<file path="src/rtl/sdram_bist_if.sv">
// rtl/sdram_bist_if.sv - request/response bus between the BIST engine and the SDRAM controller user port
interface sdram_bist_if #(
  parameter int ADDR_W = 13,
  parameter int DATA_W = 32
);
  logic              mem_en;
  logic              mem_we;
  logic [ADDR_W-1:0] mem_addr;
  logic [DATA_W-1:0] mem_wdata;
  logic              mem_rdy;
  logic              mem_valid;
  logic [DATA_W-1:0] mem_rdata;

  modport master (
    output mem_en, mem_we, mem_addr, mem_wdata,
    input  mem_rdy, mem_valid, mem_rdata
  );

  modport slave (
    input  mem_en, mem_we, mem_addr, mem_wdata,
    output mem_rdy, mem_valid, mem_rdata
  );
endinterface

</file>
<file path="src/rtl/sdram_bist.sv">
// rtl/sdram_bist.sv - write-then-read-back pattern test engine for an SDRAM controller user port
module sdram_bist #(
  parameter int ADDR_W  = 13,
  parameter int DATA_W  = 32,
  parameter int TIMEOUT = 10000
) (
  input  logic              clk,
  input  logic              rst,
  input  logic              start,
  input  logic [1:0]        mode,
  input  logic [ADDR_W-1:0] start_addr,
  input  logic [ADDR_W-1:0] end_addr,
  input  logic              stop_on_err,
  sdram_bist_if.master      mem,
  output logic              busy,
  output logic              done,
  output logic              pass,
  output logic              timeout,
  output logic              range_err,
  output logic [15:0]       err_cnt,
  output logic [ADDR_W-1:0] err_addr,
  output logic [DATA_W-1:0] err_exp,
  output logic [DATA_W-1:0] err_got
);

  localparam int WD_W = $clog2(TIMEOUT + 1);
  localparam logic [WD_W-1:0] WD_LAST = WD_W'(TIMEOUT - 1);

  typedef enum logic [3:0] {
    IDLE, WR_WAIT, WR_ISSUE, WR_BUSY, WR_DONE, RD_WAIT, RD_ISSUE, RD_DATA, FINISH
  } state_t;

  state_t            state_q, state_d;
  logic [ADDR_W-1:0] cur_addr_q, cur_addr_d;
  logic [ADDR_W-1:0] start_addr_q, start_addr_d;
  logic [ADDR_W-1:0] end_addr_q, end_addr_d;
  logic [1:0]        mode_q, mode_d;
  logic              stop_q, stop_d;
  logic              busy_q, busy_d;
  logic              done_q, done_d;
  logic              pass_q, pass_d;
  logic              timeout_q, timeout_d;
  logic              range_err_q, range_err_d;
  logic [15:0]       err_cnt_q, err_cnt_d;
  logic [ADDR_W-1:0] err_addr_q, err_addr_d;
  logic [DATA_W-1:0] err_exp_q, err_exp_d;
  logic [DATA_W-1:0] err_got_q, err_got_d;
  logic [WD_W-1:0]   wdog_q, wdog_d;

  logic [DATA_W-1:0] exp_data;
  logic              hold;

  // Expected data for an address under the selected pattern mode
  function automatic logic [DATA_W-1:0] pattern(input logic [ADDR_W-1:0] addr, input logic [1:0] m);
    logic [DATA_W-1:0] p;
    logic [31:0]       bit_pos;
    bit_pos = 32'(addr) % 32'(DATA_W);
    p = '0;
    for (int i = 0; i < DATA_W; i++) begin
      case (m)
        2'd0:    p[i] = 1'b1;
        2'd1:    p[i] = addr[0] ^ ~i[0];
        2'd2:    p[i] = 1'b0;
        default: p[i] = (bit_pos == 32'(i));
      endcase
    end
    if (m == 2'd2) p = DATA_W'(addr);
    return p;
  endfunction

  assign exp_data = pattern(cur_addr_q, mode_q);

  // Requests are decoded from the state so mem_en can only be high for the single ISSUE cycle
  assign mem.mem_en    = (state_q == WR_ISSUE) || (state_q == RD_ISSUE);
  assign mem.mem_we    = (state_q == WR_ISSUE);
  assign mem.mem_addr  = mem.mem_en ? cur_addr_q : '0;
  assign mem.mem_wdata = mem.mem_we ? exp_data : '0;

  assign busy      = busy_q;
  assign done      = done_q;
  assign pass      = pass_q;
  assign timeout   = timeout_q;
  assign range_err = range_err_q;
  assign err_cnt   = err_cnt_q;
  assign err_addr  = err_addr_q;
  assign err_exp   = err_exp_q;
  assign err_got   = err_got_q;

  // Next-state, run bookkeeping and watchdog
  always_comb begin
    state_d      = state_q;
    cur_addr_d   = cur_addr_q;
    start_addr_d = start_addr_q;
    end_addr_d   = end_addr_q;
    mode_d       = mode_q;
    stop_d       = stop_q;
    busy_d       = busy_q;
    done_d       = done_q;
    pass_d       = pass_q;
    timeout_d    = timeout_q;
    range_err_d  = range_err_q;
    err_cnt_d    = err_cnt_q;
    err_addr_d   = err_addr_q;
    err_exp_d    = err_exp_q;
    err_got_d    = err_got_q;
    wdog_d       = '0;
    hold         = 1'b0;

    case (state_q)
      IDLE: begin
        if (start) begin
          mode_d       = mode;
          start_addr_d = start_addr;
          end_addr_d   = end_addr;
          stop_d       = stop_on_err;
          err_cnt_d    = '0;
          err_addr_d   = '0;
          err_exp_d    = '0;
          err_got_d    = '0;
          done_d       = 1'b0;
          pass_d       = 1'b0;
          timeout_d    = 1'b0;
          range_err_d  = 1'b0;
          if (end_addr < start_addr) begin
            range_err_d = 1'b1;
            done_d      = 1'b1;
            busy_d      = 1'b0;
          end else begin
            cur_addr_d = start_addr;
            busy_d     = 1'b1;
            state_d    = WR_WAIT;
          end
        end
      end
      WR_WAIT: begin
        if (mem.mem_rdy) state_d = WR_ISSUE;
        else             hold = 1'b1;
      end
      WR_ISSUE: state_d = WR_BUSY;
      WR_BUSY: begin
        if (!mem.mem_rdy) state_d = WR_DONE;
        else              hold = 1'b1;
      end
      WR_DONE: begin
        if (mem.mem_rdy) begin
          if (cur_addr_q == end_addr_q) begin
            cur_addr_d = start_addr_q;
            state_d    = RD_WAIT;
          end else begin
            cur_addr_d = cur_addr_q + 1'b1;
            state_d    = WR_WAIT;
          end
        end else begin
          hold = 1'b1;
        end
      end
      RD_WAIT: begin
        if (mem.mem_rdy) state_d = RD_ISSUE;
        else             hold = 1'b1;
      end
      RD_ISSUE: state_d = RD_DATA;
      RD_DATA: begin
        if (mem.mem_valid) begin
          if (mem.mem_rdata != exp_data) begin
            if (err_cnt_q != 16'hFFFF) err_cnt_d = err_cnt_q + 16'd1;
            if (err_cnt_q == 16'd0) begin
              err_addr_d = cur_addr_q;
              err_exp_d  = exp_data;
              err_got_d  = mem.mem_rdata;
            end
          end
          if ((mem.mem_rdata != exp_data) && stop_q) begin
            state_d = FINISH;
          end else if (cur_addr_q == end_addr_q) begin
            state_d = FINISH;
          end else begin
            cur_addr_d = cur_addr_q + 1'b1;
            state_d    = RD_WAIT;
          end
        end else begin
          hold = 1'b1;
        end
      end
      FINISH: begin
        busy_d  = 1'b0;
        done_d  = 1'b1;
        pass_d  = (err_cnt_q == 16'd0) && !timeout_q;
        state_d = IDLE;
      end
      default: state_d = IDLE;
    endcase

    // Still waiting on the controller: count, or give up once the limit is reached
    if (hold) begin
      if (wdog_q >= WD_LAST) begin
        timeout_d = 1'b1;
        state_d   = FINISH;
      end else begin
        wdog_d = wdog_q + 1'b1;
      end
    end
  end

  // State and status registers
  always_ff @(posedge clk or posedge rst) begin
    if (rst) begin
      state_q      <= IDLE;
      cur_addr_q   <= '0;
      start_addr_q <= '0;
      end_addr_q   <= '0;
      mode_q       <= '0;
      stop_q       <= 1'b0;
      busy_q       <= 1'b0;
      done_q       <= 1'b0;
      pass_q       <= 1'b0;
      timeout_q    <= 1'b0;
      range_err_q  <= 1'b0;
      err_cnt_q    <= '0;
      err_addr_q   <= '0;
      err_exp_q    <= '0;
      err_got_q    <= '0;
      wdog_q       <= '0;
    end else begin
      state_q      <= state_d;
      cur_addr_q   <= cur_addr_d;
      start_addr_q <= start_addr_d;
      end_addr_q   <= end_addr_d;
      mode_q       <= mode_d;
      stop_q       <= stop_d;
      busy_q       <= busy_d;
      done_q       <= done_d;
      pass_q       <= pass_d;
      timeout_q    <= timeout_d;
      range_err_q  <= range_err_d;
      err_cnt_q    <= err_cnt_d;
      err_addr_q   <= err_addr_d;
      err_exp_q    <= err_exp_d;
      err_got_q    <= err_got_d;
      wdog_q       <= wdog_d;
    end
  end

endmodule
</file>
<file path="src/flat_wrapper.sv">
// flat-port wrapper written by rule: the top's interface ports become plain ports
module sdram_bist_flat 
#(
  parameter int ADDR_W  = 13,
  parameter int DATA_W  = 32,
  parameter int TIMEOUT = 10000
)
  (clk, rst, start, mode, start_addr, end_addr, stop_on_err, busy, done, pass, timeout, range_err, err_cnt, err_addr, err_exp, err_got, mem_mem_en, mem_mem_we, mem_mem_addr, mem_mem_wdata, mem_mem_rdy, mem_mem_valid, mem_mem_rdata);
  sdram_bist_if #(.ADDR_W(ADDR_W), .DATA_W(DATA_W)) mem_i ();
  input  logic clk;
  input  logic rst;
  input  logic start;
  input  logic [1:0] mode;
  input  logic [ADDR_W-1:0] start_addr;
  input  logic [ADDR_W-1:0] end_addr;
  input  logic stop_on_err;
  output logic busy;
  output logic done;
  output logic pass;
  output logic timeout;
  output logic range_err;
  output logic [15:0] err_cnt;
  output logic [ADDR_W-1:0] err_addr;
  output logic [DATA_W-1:0] err_exp;
  output logic [DATA_W-1:0] err_got;
  output wire logic [$bits(mem_i.mem_en)-1:0] mem_mem_en;
  output wire logic [$bits(mem_i.mem_we)-1:0] mem_mem_we;
  output wire logic [$bits(mem_i.mem_addr)-1:0] mem_mem_addr;
  output wire logic [$bits(mem_i.mem_wdata)-1:0] mem_mem_wdata;
  input wire logic [$bits(mem_i.mem_rdy)-1:0] mem_mem_rdy;
  input wire logic [$bits(mem_i.mem_valid)-1:0] mem_mem_valid;
  input wire logic [$bits(mem_i.mem_rdata)-1:0] mem_mem_rdata;
  assign mem_mem_en = mem_i.mem_en;
  assign mem_mem_we = mem_i.mem_we;
  assign mem_mem_addr = mem_i.mem_addr;
  assign mem_mem_wdata = mem_i.mem_wdata;
  assign mem_i.mem_rdy = mem_mem_rdy;
  assign mem_i.mem_valid = mem_mem_valid;
  assign mem_i.mem_rdata = mem_mem_rdata;
  sdram_bist #(.ADDR_W(ADDR_W), .DATA_W(DATA_W), .TIMEOUT(TIMEOUT)) u_core (.clk(clk), .rst(rst), .start(start), .mode(mode), .start_addr(start_addr), .end_addr(end_addr), .stop_on_err(stop_on_err), .mem(mem_i), .busy(busy), .done(done), .pass(pass), .timeout(timeout), .range_err(range_err), .err_cnt(err_cnt), .err_addr(err_addr), .err_exp(err_exp), .err_got(err_got));
endmodule
</file>
<file path="config.mk">
export PLATFORM = sky130hd
export DESIGN_NAME = sdram_bist_flat
export DESIGN_NICKNAME = d
export VERILOG_FILES = /design/src/rtl/sdram_bist_if.sv /design/src/rtl/sdram_bist.sv /design/src/flat_wrapper.sv
export SDC_FILE = /design/constraint.sdc
export NUM_CORES = 1
export LEC_CHECK = 0
export ABC_AREA = 1
export BUFFER_PORTS_ARGS = -buffer_cell sky130_fd_sc_hd__buf_2
export CAP_MARGIN = 20
export CORE_MARGIN = 5
export CORE_UTILIZATION = 55
export CTS_CLUSTER_DIAMETER = 120
export DETAILED_ROUTE_END_ITERATION = 12
export PLACE_DENSITY = 0.8
export SYNTH_ARGS = -nofsm -noshare
export SYNTH_HDL_FRONTEND = slang
export SYNTH_SLANG_ARGS = --single-unit
</file>
<file path="constraint.sdc">
create_clock -name clk -period 14.1 [get_ports clk]
set_clock_uncertainty 0.2 [all_clocks]
set_input_delay 0.705 -clock clk [delete_from_list [all_inputs] [get_ports clk]]
set_output_delay 0.705 -clock clk [all_outputs]
set_load 0.01 [all_outputs]
</file>
# [After elaboration in Yosys (flattened, before gate mapping)]
# Index checks and enable logic that the tools add are counted.
# W data, S select, Z words.
[classes] eq_ne=53 reduce_logical=17 addsub=3 muxes=93 n_lt_le_gt_ge=2 bitwise=1
[ops] operator="$mux W32" n=9
[ops] operator="$mux W13" n=12
[ops] operator="$pmux W32 S2" n=2
[ops] operator="$eq A5 B5 Y1 const B" n=16
[ops] operator="$pmux W1 S2" n=35
[ops] operator="$mux W16" n=4
[ops] operator="$mux W4" n=11
[ops] operator="$eq A5 B4 Y1 const B" n=8
[ops] operator="$pmux W13 S3" n=1
[ops] operator="$logic_not A32 Y1" n=1
[ops] operator="$ne A32 B32 Y1" n=1
[ops] operator="$pmux W16 S2" n=1
[ops] operator="$pmux W4 S8" n=1
[ops] operator="$mux W14" n=2
[ops] operator="$pmux W13 S2" n=1
[ops] operator="$eq A5 B3 Y1 const B" n=4
[ops] operator="$add A16 B1 Y16 const B" n=1
[ops] operator="$eq A4 B3 Y1 const B" n=4
[ops] operator="$logic_not A16 Y1" n=1
[ops] operator="$ne A16 B16 Y1 const B" n=1
[ops] operator="$add A14 B1 Y14 const B" n=1
[ops] operator="$ge A14 B14 Y1 const B" n=1
[ops] operator="$add A13 B1 Y13 const B" n=1
[ops] operator="$eq A13 B13 Y1" n=1
[ops] operator="other kinds (25)" n=49
[totals] reg_bits=158 output_inout_bits=145 elab_cells=185 input_bits=66

# [Logic depth before layout (Yosys ltp)]
# Gate-level depths: netlist of run 1.
[logic_depth] ltp_word=10 depth_mapped=22 ltp_nobuf=20

# [Worst setup path before layout of run 1]
# No wires, ideal clock.
[synth_timing] path_kind="flip-flop to flip-flop" start="reg u_core.cur_addr_q[0]" end="reg u_core.cur_addr_q[4]" t_arrival_ns=2.465 synth_period_minus_slack_ns=2.782 t_required_ns=13.783 path_stages_with_launch=21 setup_slack_ns=11.318 cell_sequence="dfrtp_1 -> ha_1 -> nand2_1 -> nor2_1 -> ha_1 -> or2_2 -> nand3_1 -> nand2_1 -> nand2_1 -> nand3_1 -> nor2_1 -> nand2_1 -> nor2_1 -> nand2_1 -> nand2_1 -> nand2_1 -> nand2_1 -> nand2_1 -> buf_2 -> nand2_1 -> nand2_1"
[synth_between] elab_chain_cells=7 elab_cells_between_ends=79 classes_between="add/sub: 1; eq/ne: 35; mux: 39; bitwise: 1; reduce/logical: 3"
[synth_lines] item="from (decl)" line_no="sdram_bist.sv:34" source="logic [ADDR_W-1:0] cur_addr_q, cur_addr_d;"
[synth_lines] item="from (signal assigned)" line_no="sdram_bist.sv:225" source="cur_addr_q <= cur_addr_d;"
[synth_lines] item="$logic_not A32 Y1 (tied with other cells)" line_no="sdram_bist.sv:64" source="default: p[i] = (bit_pos == 32'(i));"
[synth_lines] item="$pmux W1 S2" line_no="sdram_bist.sv:60" source="case (m)"
[synth_lines] item="$mux W32" line_no="sdram_bist.sv:67" source="if (m == 2'd2) p = DATA_W'(addr);"
[synth_lines] item="$ne A32 B32 Y1" line_no="sdram_bist.sv:172" source="if ((mem.mem_rdata != exp_data) && stop_q) begin"
[synth_lines] item="$logic_and A1 B1 Y1" line_no="sdram_bist.sv:172"
[synth_lines] item="$ne A2 B2 Y1 (no line)"
[synth_lines] item="$reduce_and A7 Y1 (no line)"
# Parallel ways exist; a longest one is shown, timed or not. The select of a mux whose other input is x is not followed.
# A chain may end at the register's enable or synchronous reset.

# [Worst setup path in the final report of run 1]
[layout_timing] start="reg u_core.cur_addr_q[4]" end="reg u_core.err_exp_q[27], in the netlist u_core.err_exp[27]"
[layout_between] elab_chain_cells=7 elab_cells_between_ends=72 classes_between="eq/ne: 33; mux: 37; reduce/logical: 2"
[layout_lines] item="parallel branches: the longest is 2 deep, another holds $logic_not A32 Y1"
[layout_lines] item="$mux W32 (*)" line_no="sdram_bist.sv:67"
[layout_lines] item="parallel branches: the longest is 4 deep, another holds $ne A32 B32 Y1"
[layout_lines] item="to (signal assigned)" line_no="sdram_bist.sv:237" source="err_exp_q <= err_exp_d;"
[layout_lines] item="to (decl)" line_no="sdram_bist.sv:46" source="logic [DATA_W-1:0] err_exp_q, err_exp_d;"
# Every way passes the cells marked *. The select of a mux whose other input is x is not followed.

==> results of run 1 <==
[cells by family (layout without fill, tap and decap cells)]
kind of cell	count (synthesis)	in the layout
adder cells (fa/ha/maj)	21	21
XOR/XNOR	36	36
buffers and inverters	214	385
flip-flops	158	158
AO/OA/AOI/OAI	70	70
AND/OR/NAND/NOR	969	969
[through the flow]
stage	util	power [mW]	cell area (um^2)	setup WS (ns)	hold WS [ns]
floorplan	-	1.49	10000	8.93	0.225
global placement	0.615	1.86	11000	9.59	0.244
detailed placement	0.615	1.87	11000	9.54	0.254
CTS	0.651	2.39	11700	9.52	0.262
global route	0.654	2.57	11700	9.04	0.285
finish	0.654	2.41	11700	9.40	0.215
[worst max path at each step]
| stage | startpoint | cells after the start | end |
|---|---|---|---|
| after floorplan | rst | 1 | u_core.busy |
| after global placement | u_core.cur_addr_q[4] | 17 | u_core.err_got[12] |
| after detailed placement | u_core.cur_addr_q[4] | 17 | u_core.err_exp[14] |
| after CTS | u_core.cur_addr_q[4] | 17 | u_core.err_exp[19] |
| after global routing | u_core.cur_addr_q[4] | 17 | u_core.err_exp[16] |
| final | u_core.cur_addr_q[4] | 17 | u_core.err_exp[27] |
[layout make-up]
cell class	instances	area [um^2]	share of cell area
clock inverters	12	181	0.0154
multi-input cells	1096	5190	0.442
well taps	229	287	0.0244
flip-flops and latches	158	3950	0.337
inverters	133	504	0.0429
clock buffers	20	467	0.0397
repair buffers	220	1160	0.0987
[worst max-delay path, delay by kind of cell (launching register included)]
kind	cells	cell delay [ns]
DFF	1	0.76
adders and majority gates	1	0.38
buffers and inverters	4	1.60
and+or+nand+nor	12	1.61
[report_power, final]
group | switching (mW) | internal [mW] | total (mW)
sequential | 0.128 | 0.581 | 0.708
combinational | 0.844 | 0.349 | 1.19
clock | 0.198 | 0.312 | 0.510
[synth_stat cells (all sizes together)]
master,number,area share
a2111oi,1,0.00088
a211oi,4,0.0030
a21oi,15,0.0075
and3,3,0.0019
buf,38,0.022
clkbuf,43,0.016
clkinv,2,0.00075
dfrtp,158,0.40
ha,21,0.026
inv,131,0.049
nand2,482,0.18
nand3,110,0.057
nand3b,1,0.00075
nand4,123,0.077
nor2,218,0.082
nor3,21,0.011
nor3b,1,0.00075
nor4,7,0.0044
o211ai,11,0.0083
o21a,1,0.00075
o21ai,31,0.016
o221ai,6,0.0053
o31ai,1,0.00075
or2,3,0.0019
xnor2,7,0.0061
xor2,29,0.025
[routing by layer]
metal | GRT usage | share of wire
met3 | 0.0480 | 0.099
met2 | 0.500 | 0.47
met5 | 0 | 0.00040
met4 | 0.0982 | 0.025
met1 | 0.423 | 0.40
[state kept, by name, indices dropped and copies added, names as in the netlist, 2 cells and up]
register and cells:
u_core.cur_addr_q 13, u_core.end_addr_q 13, u_core.err_addr 13, u_core.err_cnt 16, u_core.err_exp 32, u_core.err_got 32, u_core.mode_q 2, u_core.start_addr_q 13
u_core.state_q 4, u_core.wdog_q 14
==> run_results.csv, run 1 <==
group,metric,value,unit
logic_synthesis,yosysWarnings,0,
global_routing,gr-total-overflow,0,
floorplanning,fp-row-count,49,
job,cap_violations,0,
clocking,cts_max_level,4,
final_layout,final_common_cell,"nand2_1",
logic_synthesis,postSynthAreaPerCell,6.82,um^2
setup_path,critPathMaxFanout,95,
setup_path,cpMaxStageDelayCell,"dfrtp_1",
final_layout,antenna_cells,0,
pwr,ir_worst_vdd,162,uV
sta,fin_crit_sh,0.333,
setup_path,r2r_start,"u_core.cur_addr_q[4]",
sta,hold_viol_final,0,
setup_path,required,14.27,ns
final_layout,num-nets-final,1713,
logic_synthesis,synth_top_family_by_area,"simple AND/OR/NAND/NOR gates",
final_layout,drive_above_1_share,0.166,
pwr,p_per_area,205,nW/um^2
logic_synthesis,synth_seq_area_share,0.395,
clocking,hold_buffers,0,
logic_synthesis,synth_xor_area_frac,0.0315,
floorplanning,dieHeight,145,um
sta,tightest_slew,1.01,ns
routing,drt_iter0_drc,1083,
global_routing,grt_pass1_vias,9761,
clocking,cts_made_buffers,17,
placement,globalplace.congestion,0.990,
routing,ant_nets,0,
floorplanning,io_pins,211,
routing,via_per_inst,5.71,
global_routing,antenna_found_initial,1,
clocking,post-cts-setup-buffers,0,
setup_path,cpMostUsedCell,"nand2_1",
sta,period_needed,4.70,ns
setup_path,reg2regPathDepth,17,
final_layout,areaGrowthSynthToFinish,17.4,%
setup_path,cp.arrival,4.87,ns
worst_hold_path,hold_path.class,"input pin to asynchronous set/reset pin",
logic_synthesis,synthAdderAreaFrac,0.0263,
sta,rsz0062_at_grt,"false",
setup_path,end_kind,"register",
placement,hpwl,24.0,mm
routing,drc,0,
setup_path,setup.worst_path.start_class,"register",
global_routing,grt_use_total,0.307,
sta,drv_slew,0,
logic_synthesis,yosys-mux-area-fraction,0,
clocking,path_clk_slew,0.07,ns
global_routing,grt_pass1_wl,50.8,mm
clocking,cts_buffer_depth,2,
final_layout,final_cell_mix,"nand2_1 (481), nor2_1 (216), buf_2 (210)",
sta,maxSlewHeadroom,0.325,
setup_path,timing.rr.end,"u_core.err_exp[27]",
logic_synthesis,synth_fp_nets,1555,
clocking,cts_sinks,158,
sta,max_freq,213,MHz
clocking,cts-resized-gates,0,
setup_path,reg2reg_slack,9.40,ns
routing,wl,32.5,mm
logic_synthesis,synthSimpleGateAreaFrac,0.417,
placement,port_buffers,210,
floorplanning,die-width,145,um
floorplanning,die-area,21000,um^2
logic_synthesis,synth_cells,1468,
status,status,"complete, no violations",
setup_path,worstSetupPathType,"register to register",
final_layout,nFillCells,1663,
sta,finalSetupTns,0,ns
setup_path,path_cells,"inv_1 > ha_1 > inv_1 > nand2_1 > nand3_1 > nand2_1 > nand2_1 > nand4_1 > nor2_1 > nand2_1 > nor2_1 > nand3_4 > buf_4 > nand3_2 > buf_4 > nand2_1 > nand2_1",
clocking,cts_tree,"built",
clocking,clock_latency,0.44,ns
logic_synthesis,synth_seq_cells,158,
setup_path,max_stage_delay,0.76,ns
logic_synthesis,ys_types,33,
clocking,root_buffer,"clkbuf_16",
final_layout,final_cells,1868,
floorplanning,start_util,0.557,
sta,setup_viol,0,
routing,wl_per_cell,17.4,um
placement,placedCellCount,1834,
pwr,p_leak,6.53,nW
global_routing,grt_max_degree,96,
floorplanning,coreArea,18000,um^2
routing,vias,10700,
routing,dr.pass1.iters,6,
logic_synthesis,synth_compound_area_frac,0.0419,
logic_synthesis,synthesis.area,10000,um^2
Note: power is estimated with default switching activity, not from simulation.
==> run 2, diff against run 1 <==
Clock period 14.1 ns to 4.9 ns, I/O delays scaled along.
==> run 2 against run 1 <==
Against the previous run:
- sequential cell count unchanged
- wire length increased by 4.5%
- critical path depth decreased by 1
- first-iteration DRC count decreased by 7.0%
- clock power increased to 2.9 times the previous value
- non-clock buffer count increased by 35
- cell area increased by 3.3%
- hold slack got worse by 0.20 ns
- critical path type unchanged
- largest cell class unchanged
- largest power group unchanged
==> run_results.csv, run 2 (same netlist as run 1, synthesis figures left out) <==
group,metric,value,unit
status,status,"complete, no violations",
final_layout,areaGrowthSynthToFinish,21.3,%
global_routing,antenna_found_initial,2,
final_layout,fin_area,12100,um^2
setup_path,reg2reg_slack,0.70,ns
setup_path,reg2regPathDepth,16,
clocking,path_clk_slew,0.07,ns
final_layout,num-nets-final,1748,
pwr,p_leak,6.70,nW
placement,port_buffers,210,
global_routing,grt_pass1_wl,53.2,mm
final_layout,drive_above_1_share,0.165,
floorplanning,die-area,21000,um^2
setup_path,path_cells,"inv_1 > ha_1 > inv_1 > nand2_1 > nand3_1 > nand2_1 > nand2_1 > nand4_1 > nor2_1 > nand2_1 > nor2_1 > nand3_4 > buf_4 > nand3_2 > nand2_1 > nand2_1",
setup_path,timing.rr.end,"u_core.err_cnt[11]",
sta,period_needed,4.20,ns
setup_path,critPathMaxFanout,94,
floorplanning,io_pins,211,
sta,rsz0062_at_grt,"false",
routing,wl_per_cell,17.8,um
final_layout,antenna_cells,0,
floorplanning,dieHeight,145,um
clocking,cts_buffer_depth,2,
floorplanning,coreArea,18000,um^2
worst_hold_path,holdPathStages,5,
worst_hold_path,hold_end,"u_core.err_got[16]",
placement,hpwl,24.4,mm
clocking,cts_made_buffers,17,
setup_path,cpMaxStageDelayCell,"buf_4",
job,cap_violations,0,
floorplanning,die-width,145,um
final_layout,final_common_cell,"nand2_1",
sta,setup_viol,0,
setup_path,max_stage_delay,0.70,ns
sta,max_freq,238,MHz
sta,drv_slew,0,
global_routing,grt_use_total,0.321,
clocking,root_buffer,"clkbuf_16",
setup_path,setup.worst_path.start_class,"register",
setup_path,cp.arrival,4.32,ns
routing,via_per_inst,5.70,
routing,drc,0,
setup_path,r2r_start,"u_core.cur_addr_q[4]",
routing,wl,33.9,mm
routing,vias,10800,
worst_hold_path,hp-start,"mem_mem_rdata[16]",
sta,fin_crit_sh,0.857,
clocking,clock_latency,0.44,ns
clocking,cts_tree,"built",
placement,globalplace.congestion,1.04,
setup_path,end_kind,"register",
pwr,p_per_area,578,nW/um^2
global_routing,grt_pass1_vias,10100,
setup_path,required,5.02,ns
routing,ant_nets,0,
placement,placed_cell_area,11100,um^2
setup_path,worstSetupPathType,"register to register",
worst_hold_path,hold_path.class,"input pin to register",
global_routing,gr-total-overflow,0,
sta,finalSetupTns,0,ns
sta,hold_viol_final,0,
sta,tightest_slew,1.03,ns
sta,maxSlewHeadroom,0.314,
setup_path,cpMostUsedCell,"nand2_1",
sta,whs,0.0128,ns
routing,drt_iter0_drc,1007,
global_routing,grt_max_degree,116,
floorplanning,fp-row-count,49,
clocking,cts_sinks,158,
final_layout,final_cell_mix,"nand2_1 (481), nor2_1 (216), buf_2 (210)",
pwr,ir_worst_vdd,405,uV
floorplanning,start_util,0.557,
routing,dr.pass1.iters,6,
clocking,cts_max_level,4,
clocking,cts-resized-gates,0,
[run 2: cell count changes in the layout (fill, tap and decap cells not counted)]
| cell | change |
|---|---|
| buf_16 | +2 |
| buf_4 | +2 |
| clkbuf_8 | -1 |
| clkinv_2 | -1 |
| clkinvlp_4 | -1 |
| dlygate4sd3_1 | +31 |
| inv_8 | +3 |
[run 2: stage by stage]
stage | std cells | utilization | power (mW) | worst slack [ns]
finish | 1903 | 0.675 | 7.02 | 0.699
global route | 1903 | 0.675 | 7.47 | 0.444
CTS | 1900 | 0.671 | 6.90 | 0.829
detailed placement | 1837 | 0.617 | 5.40 | 0.836
global placement | 1837 | 0.617 | 5.35 | 0.870
floorplan | 1468 | - | 4.29 | 0.192
[run 2: cell type report]
type                            instances  area (um^2)
Tap cell                              229          287
Clock inverter                         13          203
Inverter                              133          504
Fill cell                            1611         5830
Timing Repair Buffer                  255         1540
Multi-Input combinational cell       1096         5190
Sequential cell                       158         3950
Clock buffer                           19          453
[run 2: worst max-delay path by stage]
| stage | from | endpoint | slack [ns] |
|---|---|---|---|
| global placement | u_core.cur_addr_q[4] | u_core.err_cnt[2] | 0.87 |
| global route | u_core.cur_addr_q[4] | u_core.err_cnt[11] | 0.44 |
| detailed placement | u_core.cur_addr_q[4] | u_core.err_cnt[11] | 0.84 |
| floorplan | rst | u_core.busy | 0.19 |
| finish | u_core.cur_addr_q[4] | u_core.err_cnt[11] | 0.70 |
| CTS | u_core.cur_addr_q[4] | u_core.err_cnt[11] | 0.83 |
[run 2: timing repair]
item,4_1_cts,5_1_grt
hold buffers,31,0
endpoints found under the hold margin,146,0
setup buffers,0,0
[run 2: power breakdown]
part	internal, mW	leakage [nW]	switching, mW
Clock	0.896	0.324	0.589
Sequential	1.67	2.12	0.342
Combinational	1.06	4.26	2.46
Total	3.62	6.70	3.39
[run 2: worst max-delay path: cells and delay by family, from the launching register on]
family	cells	cell delay (ns)
buf+inv	3	1.41
simple gates	12	1.55
flops	1	0.61
fa+ha+maj	1	0.27
[run 2: per-layer routing]
layer / vias to the layer above / part of all wire / global-route usage / wire length (um)
li1: 5145 / - / - / -
met1: 5018 / 0.41 / 0.432 / 13800
met2: 574 / 0.46 / 0.519 / 15700
met3: 98 / 0.091 / 0.0552 / 3100
met4: 4 / 0.038 / 0.129 / 1280
met5: - / 0.00080 / 0 / 27
==> run 3, diff against run 2 <==
Settings changed: RECOVER_POWER set to 50.
==> run 3 against run 2 <==
Against the previous run:
- the run now ends with max-capacitance violations, max-slew violations left
- global-route usage did not move
- fmax about the same
- clock power about the same
- non-clock buffer count unchanged
- die area stayed put
- total power shrank 0.62%
- core utilization down 0.74 points
- count of clock-buffer cells in the layout unchanged
- combinational power shrank 1%
- critical endpoint is now u_core.err_cnt[1]
- largest power group unchanged
==> run_results.csv, run 3 (same netlist as run 1, synthesis figures left out) <==
group,metric,value,unit
status,status,"complete, but fails checks",
status,violations,"max-capacitance violations, max-slew violations",
routing,drt_iter0_drc,1092,
setup_path,crit_path_end,"u_core.err_cnt[1]",
setup_path,reg2regPathDepth,16,
routing,via_per_inst,5.68,
sta,drv_slew,57,
pwr,power_frac_clock,0.213,
setup_path,critPathMaxFanout,94,
setup_path,end_kind,"register",
final_layout,multiInputGateArea,5190,um^2
floorplanning,fp-row-count,49,
final_layout,drive_above_1_share,0.105,
sta,setup_viol,0,
placement,hpwl,24.4,mm
placement,port_buffers,210,
final_layout,final_cell_mix,"nand2_1 (481), nor2_1 (216), dfrtp_1 (158)",
pwr,ir_worst_vdd,401,uV
placement,globalplace.congestion,1.04,
pwr,p_int,3.57,mW
routing,wl_per_cell,17.8,um
clocking,cts_max_level,4,
sta,rsz0062_at_grt,"false",
global_routing,grt_use_total,0.321,
clocking,cts_tree,"built",
floorplanning,io_pins,211,
sta,fin_crit_sh,0.858,
pwr,netSwitchingPower,3.40,mW
final_layout,final_util,0.668,
sta,hold_viol_final,0,
routing,ant_nets,0,
setup_path,timing.rr.end,"u_core.err_cnt[1]",
routing,drc,0,
pwr,p_sw_frac,0.488,
placement,place_ws,0.836,ns
setup_path,required,5.02,ns
global_routing,grt_max_degree,116,
clocking,cts_made_buffers,17,
pwr,p_leak,6.27,nW
routing,dr.pass1.iters,7,
placement,placed_cell_area,11100,um^2
routing,wl,34.0,mm
job,cap_violations,1,
sta,maxSlewHeadroom,-0.731,
sta,fin_ws,0.698,ns
global_routing,antenna_found_initial,2,
setup_path,critPathLaunch,"u_core.cur_addr_q[4]",
global_routing,gr-total-overflow,0,
sta,tightest_slew,2.58,ns
clocking,post-cts-setup-buffers,0,
setup_path,worstSetupPathType,"register to register",
sta,period_needed,4.20,ns
sta,finalSetupTns,0,ns
floorplanning,start_util,0.557,
final_layout,areaGrowthSynthToFinish,19.9,%
sta,whs,0.0111,ns
pwr,combPwrFrac,0.497,
global_routing,grt_pass1_wl,53.2,mm
final_layout,ff_latch_area,3950,um^2
pwr,p_seq_frac,0.290,
routing,vias,10800,
floorplanning,coreArea,18000,um^2
clocking,path_clk_slew,0.07,ns
setup_path,setup.worst_path.start_class,"register",
clocking,cts_buffer_depth,2,
final_layout,final_common_cell,"nand2_1",
sta,max_freq,238,MHz
global_routing,grt_pass1_vias,10100,
floorplanning,die-width,145,um
clocking,clock_latency,0.44,ns
pwr,p_per_area,581,nW/um^2
final_layout,num-nets-final,1748,
setup_path,reg2reg_slack,0.70,ns
clocking,cts_sinks,158,
final_layout,nFillCells,1673,
floorplanning,die-area,21000,um^2
worst_hold_path,hold_path.class,"input pin to register",
floorplanning,dieHeight,145,um
setup_path,r2r_start,"u_core.cur_addr_q[4]",
final_layout,fin_area,12000,um^2
setup_path,cp.arrival,4.32,ns
clocking,root_buffer,"clkbuf_16",
## run 3: layout make-up
cell class / count / share of cell area
multi-input cells: 1096 / 0.433
flip-flops and latches: 158 / 0.330
repair buffers: 255 / 0.117
inverters: 133 / 0.0417
clock buffers: 19 / 0.0377
well taps: 229 / 0.0239
clock inverters: 13 / 0.0169
diodes: 1 / 0.000209
## run 3: layer usage
| layer | up-vias | GRT usage | wire (um) |
|---|---|---|---|
| met5 | - | 0 | 21 |
| met4 | 4 | 0.129 | 1360 |
| met3 | 103 | 0.0552 | 3040 |
| met2 | 561 | 0.519 | 15600 |
| met1 | 5000 | 0.432 | 13900 |
| li1 | 5147 | - | - |
## run 3: worst min-delay path by stage
stage | slack (ns) | depth (start not counted) | endpoint | startpoint
floorplan | 0.16 | 2 | u_core.stop_q | stop_on_err
CTS | 0.0008 | 5 | u_core.err_got[26] | mem_mem_rdata[26]
detailed placement | 0.25 | 2 | u_core.err_exp[22] | u_core.err_exp[22]
finish | 0.01 | 5 | u_core.err_got[16] | mem_mem_rdata[16]
global placement | 0.25 | 1 | u_core.wdog_q[0] | u_core.wdog_q[0]
global route | 0.03 | 5 | u_core.err_got[24] | mem_mem_rdata[24]
## run 3: repair_timing
item,CTS,global route
hold buffers,31,0
gates resized for setup,0,0
hold endpoints to repair,146,0
## run 3: power by group through the flow
| stage | registers (mW) | logic, mW | clock network [mW] |
|---|---|---|---|
| 2_1_floorplan | 2.00 | 2.29 | 0 |
| 3_3_place_gp | 2.02 | 3.33 | 0 |
| 3_5_place_dp | 2.03 | 3.37 | 0 |
| 4_1_cts | 2.01 | 3.40 | 1.49 |
| 5_1_grt | 2.06 | 3.81 | 1.55 |
| 6_report | 2.02 | 3.47 | 1.49 |
## run 3: worst max-delay path, cell delays in order (launching register included)
cell,delay [ns]
dfrtp_1,0.61
inv_1,0.67
ha_1,0.27
inv_1,0.04
nand2_1,0.09
nand3_1,0.14
nand2_1,0.10
nand2_1,0.08
nand4_1,0.10
nor2_1,0.05
nand2_1,0.07
nor2_1,0.07
nand3_4,0.08
buf_4,0.70
nand3_2,0.52
nand2_1,0.20
nand2_1,0.07
## run 3: per-stage QoR
step           std cells  power [mW]
2_1_floorplan       1468        4.29
3_3_place_gp        1837        5.35
3_5_place_dp        1837        5.40
4_1_cts             1900        6.90
5_1_grt             1903        7.42
6_report            1904        6.97
